--- src/rtl/mult_pkg.sv ---
// Shared definitions for the 8-bit serial multiplier and its result accumulator:
// product width, default accumulator sizing and the accumulator FSM states.
package mult_pkg;

  localparam int PROD_W    = 16;
  localparam int DEF_ACC_W = 24;
  localparam int DEF_LEN   = 4;

  typedef enum logic [1:0] {
    WAIT = 2'd0,
    TAKE = 2'd1,
    EMIT = 2'd2
  } acc_state_e;

endpackage

--- src/rtl/mult_acc_add.sv ---
// Combinational accumulate step: zero-extend the product, add it, report the carry.
// Saturates to all-ones on carry when MULT_ACC_SAT_EN is defined, otherwise wraps.
module mult_acc_add
  import mult_pkg::*;
#(
  parameter int ACC_W = DEF_ACC_W
) (
  input  logic [ACC_W-1:0]  acc,
  input  logic [PROD_W-1:0] prod,
  output logic [ACC_W-1:0]  sum,
  output logic              carry
);

  logic [ACC_W:0] sum_ext;

  always_comb begin
    sum_ext = {1'b0, acc} + {{(ACC_W + 1 - PROD_W){1'b0}}, prod};
    carry   = sum_ext[ACC_W];
`ifdef MULT_ACC_SAT_EN
    // Once saturated, any further non-zero add carries again and keeps it pinned.
    sum     = carry ? {ACC_W{1'b1}} : sum_ext[ACC_W-1:0];
`else
    sum     = sum_ext[ACC_W-1:0];
`endif
  end

endmodule

--- src/rtl/mult_result_accum.sv ---
// Sums LEN consecutive multiplier products and hands the sum downstream over valid/ready.
// Overflow behaviour is selected in mult_acc_add via MULT_ACC_SAT_EN.
module mult_result_accum
  import mult_pkg::*;
#(
  parameter int ACC_W = DEF_ACC_W,
  parameter int LEN   = DEF_LEN
) (
  input  logic              clk,
  input  logic              rst_b,
  input  logic              result_valid,
  input  logic [PROD_W-1:0] result,
  output logic              get,
  output logic              out_valid,
  input  logic              out_ready,
  output logic [ACC_W-1:0]  out_sum,
  output logic              out_ovf
);

  localparam int              CNT_W = $clog2(LEN + 1);
  localparam logic [CNT_W-1:0] LEN_C = CNT_W'(LEN);

  acc_state_e       state_q, state_d;
  logic [ACC_W-1:0] acc_q, acc_d, add_sum;
  logic [CNT_W-1:0] cnt_q, cnt_d, cnt_inc;
  logic             ovf_q, ovf_d, add_carry;

  mult_acc_add #(.ACC_W(ACC_W)) u_add (
    .acc   (acc_q),
    .prod  (result),
    .sum   (add_sum),
    .carry (add_carry)
  );

  assign cnt_inc = cnt_q + CNT_W'(1);

  always_comb begin
    state_d = state_q;
    acc_d   = acc_q;
    cnt_d   = cnt_q;
    ovf_d   = ovf_q;
    case (state_q)
      WAIT: begin
        if (result_valid) state_d = TAKE;
      end
      TAKE: begin
        acc_d   = add_sum;
        cnt_d   = cnt_inc;
        ovf_d   = ovf_q | add_carry;
        state_d = (cnt_inc == LEN_C) ? EMIT : WAIT;
      end
      EMIT: begin
        if (out_ready) begin
          acc_d   = '0;
          cnt_d   = '0;
          ovf_d   = 1'b0;
          state_d = WAIT;
        end
      end
      default: state_d = WAIT;
    endcase
  end

  always_ff @(posedge clk) begin
    if (!rst_b) begin
      state_q <= WAIT;
      acc_q   <= '0;
      cnt_q   <= '0;
      ovf_q   <= 1'b0;
    end else begin
      state_q <= state_d;
      acc_q   <= acc_d;
      cnt_q   <= cnt_d;
      ovf_q   <= ovf_d;
    end
  end

  // Handshake outputs decode registered state only, so no input reaches them combinationally.
  assign get       = (state_q == TAKE);
  assign out_valid = (state_q == EMIT);
  assign out_sum   = acc_q;
  assign out_ovf   = ovf_q;

endmodule
--- config.mk ---
export PLATFORM = sky130hd
export DESIGN_NAME = mult_result_accum
export DESIGN_NICKNAME = d
export VERILOG_FILES = /design/src/rtl/mult_pkg.sv /design/src/rtl/mult_acc_add.sv /design/src/rtl/mult_result_accum.sv
export SDC_FILE = /design/constraint.sdc
export NUM_CORES = 1
export LEC_CHECK = 0
export ABC_AREA = 0
export CORE_MARGIN = 2
export CORE_UTILIZATION = 50
export CTS_CLUSTER_DIAMETER = 100
export DETAILED_ROUTE_END_ITERATION = 7
export PLACE_DENSITY_LB_ADDON = 0.1
export SYNTH_ARGS = -nofsm -noshare
export SYNTH_HDL_FRONTEND = slang
export SYNTH_SLANG_ARGS = --single-unit
export TNS_END_PERCENT = 50
--- constraint.sdc ---
create_clock -name clk -period 3.5 [get_ports clk]
set_input_delay 0.7 -clock clk [delete_from_list [all_inputs] [get_ports clk]]
set_output_delay 0.7 -clock clk [all_outputs]
set_load 0.005 [all_outputs]
==> impl_metrics.csv <==
group,metric,value,unit
detailed_routing,first_iter_violations,104,
pwr,p_per_area,342.5,nW/µm²
critical_path,arrival,3.20,ns
detailed_routing,met3_length,151,µm
floorplan,die_x,67.30,µm
critical_path,slowest_delay,0.46,ns
critical_path,cp-end-kind,"flip-flop",
placement,dp_hpwl,3414,µm
placement,place_ws,0.2140,ns
clocking,clockBufferDepth,2,
synth,yosysWarnings,0,
clocking,cts_tree,"done",
synth,async_flop_share,0,
floorplan,dieArea,4529,µm²
sta,tightest_slew,0.6035,ns
clocking,ctsHoldBuffers,0,
sta,slew_violations,0,
synth,synth_top_area_frac,0.2998,
synth,syn-num-nets,276,
sta,relSlewSlack,0.5977,
synth,synth.most_common_cell,"dfxtp_1",
critical_path,crit_required,3.68,ns
floorplan,die-height,67.30,µm
synth,ys_top_cells_by_area,"dfxtp_1 (30%), ha_1 (11%), nand2_1 (5.2%), a21oi_1 (4.2%), o21ai_0 (4.2%)",
detailed_routing,wire_per_inst,13.80,µm
floorplan,rows,23,
detailed_routing,drc,0,
detailed_routing,vias,1915,
hold_path,worstHoldPathType,"flip-flop to flip-flop",
sta,finalSetupTns,0,ns
layout,syn_to_final_growth,30.23,%
detailed_routing,dr_wl_met2,2233,µm
critical_path,crit_buf_inv,1,
critical_path,critical-path-top-delay-family,"compound AO/OA/AOI/OAI gates",
flow_run,max_cap_violations,0,
clocking,htreeDepth,2,
pwr,p_leak,1.019,nW
sta,worst_hold_slack,0.4705,ns
floorplan,start_util,0.5118,
critical_path,critical_path_peak_fanout,9,
sta,rsz0062_at_grt,"no",
synth,synth-edff-count,0,
detailed_routing,drt-vias-per-instance,5.699,
global_routing,grt_first_pass_wirelength,7783,µm
synth,synthDistinctLibCells,49,
detailed_routing,m1WireLength,2174,µm
synth,syn_inst,237,
sta,worst_slack,0.4809,ns
synth,synth_flop_cell,"dfxtp_1",
layout,utilization,0.6666,
sta,clock_skew,0.007557,ns
critical_path,crit_type,"input pin to flip-flop",
detailed_routing,finalWirelength,4637,µm
detailed_routing,antenna_left,0,
clocking,cts_setup_buffers,0,
layout,drive_gt1_frac,0.07343,
sta,fmax,0.3312,GHz
clocking,cts_resized,0,
synth,ys_ff_latch,30,
layout,nets,324,
clocking,clockRootBuffer,"clkbuf_8",
sta,finalSetupViolCount,0,
synth,ys_seq_area_frac,0.2998,
sta,period_needed,3.019,ns
layout,diodes,0,
placement,port_buffers,46,
detailed_routing,routed.top_layer,"met4",
clocking,path_clk_slew,0.07,ns
global_routing,grt-ovfl-total,0,
critical_path,crit_chain,"clkdlybuf4s50_1, ha_1, fa_1, a21o_1, a221oi_2, nor3_2, a2111oi_4, nor4b_1, a211o_1",
critical_path,crit_path_start_kind,"input pin",
global_routing,track_usage,0.2260,
detailed_routing,dr.pass1.iters,4,
clocking,clk_latency,0.29,ns
synth,synth_area,2003,µm²
placement,place.gp.congestion,0.8336,
clocking,clock_sinks,30,
layout,fillCellCount,365,
sta,hold_viol,0,
synth,ys_top_cells_by_count,"dfxtp_1 (30), nand2_1 (28), ha_1 (18), a21oi_1 (17), o21ai_0 (17)",
synth,syn_avg_cell_area,8.452,µm²
floorplan,core_region_area,3914,µm²
synth,yosysTopAreaCell,"dfxtp_1",
floorplan,io_pins,47,
clocking,cts_buffers,5,
global_routing,grt_pass1_vias,1797,
critical_path,crit_path_top_delay_cell,"a2111oi_4",
sta,post-route-period-util,0.8626,
status,outcome,"finished clean",
pwr,ir_worst_vdd,0.2025,mV
global_routing,antenna_found_initial,0,
global_routing,grt_max_degree,17,
[final timing paths]
check             startpoint           to  slack, ns  cells past startpoint
setup / recovery   result[0]  out_sum[22]       0.48                      9
hold / removal    state_q[0]   state_q[0]       0.47                      1
setup reg to reg  out_sum[0]  out_sum[22]       1.01                      8
hold reg to reg   state_q[0]   state_q[0]       0.47                      1
[logic make-up after synthesis]
| group | Yosys count | share of synthesized area |
|---|---|---|
| buffers and inverters | 16 | 0.03435 |
| adder cells (fa/ha/maj) | 19 | 0.1224 |
| XOR/XNOR | 13 | 0.05684 |
| multiplexers | 2 | 0.009994 |
| AO/OA/AOI/OAI | 74 | 0.2530 |
| flip-flops | 30 | 0.2998 |
| AND/OR/NAND/NOR | 83 | 0.2236 |
[state kept, by name (all words and copies together) (netlist names)]
| name | flops |
|---|---|
| cnt_q | 3 |
| out_ovf | 1 |
| out_sum | 24 |
| state_q | 2 |
[cell type report]
| class | instances | area [µm²] | area share |
|---|---|---|---|
| sequential | 30 | 600.6 | 0.2302 |
| tap | 50 | 62.56 | 0.02398 |
| clock buffer | 7 | 86.33 | 0.03309 |
| inverter | 6 | 22.52 | 0.008633 |
| multi-input combinational | 191 | 1334 | 0.5113 |
| clock inverter | 1 | 5.005 | 0.001918 |
| timing repair buffer | 51 | 498.0 | 0.1909 |
[metal layers]
layer,global-route usage,vias to the layer above
met2,0.3787,37
met3,0.05000,7
met5,0,-
li1,-,979
met1,0.2860,892
met4,0.07653,0
[power breakdown]
part / internal [mW] / leakage, nW / switching (mW)
logic: 0.116 / 0.727 / 0.114
registers: 0.357 / 0.244 / 0.0123
clock network: 0.158 / 0.0482 / 0.136
[cells in the final DEF (no fill, tap or decap), types with 2 or more instances in the layout]
master / count
dfxtp_1: 30
buf_4: 5
nor2b_1: 12
nand2_1: 28
nand3_1: 9
ha_1: 18
a21boi_0: 2
clkdlybuf4s50_1: 46
o211ai_1: 6
xnor2_1: 6
nand4_1: 5
a21oi_1: 17
xor2_1: 7
clkbuf_8: 6
or4_1: 4
a21o_1: 5
inv_1: 6
and2_1: 5
nor2_1: 5
a311oi_1: 2
a31oi_1: 3
mux2i_1: 2
o21ai_0: 17
nor3_1: 3
and3_1: 2
a22oi_1: 9
o21bai_1: 2
[metrics by stage]
stage	total power, mW	instances	area, µm²
after floorplan	0.5247	237	2003
after global placement	0.6043	328	2517
after detailed placement	0.6064	328	2517
after CTS	0.8998	336	2609
after global routing	0.9435	336	2609
final	0.8936	336	2609
(Power assumes the default switching activity.)
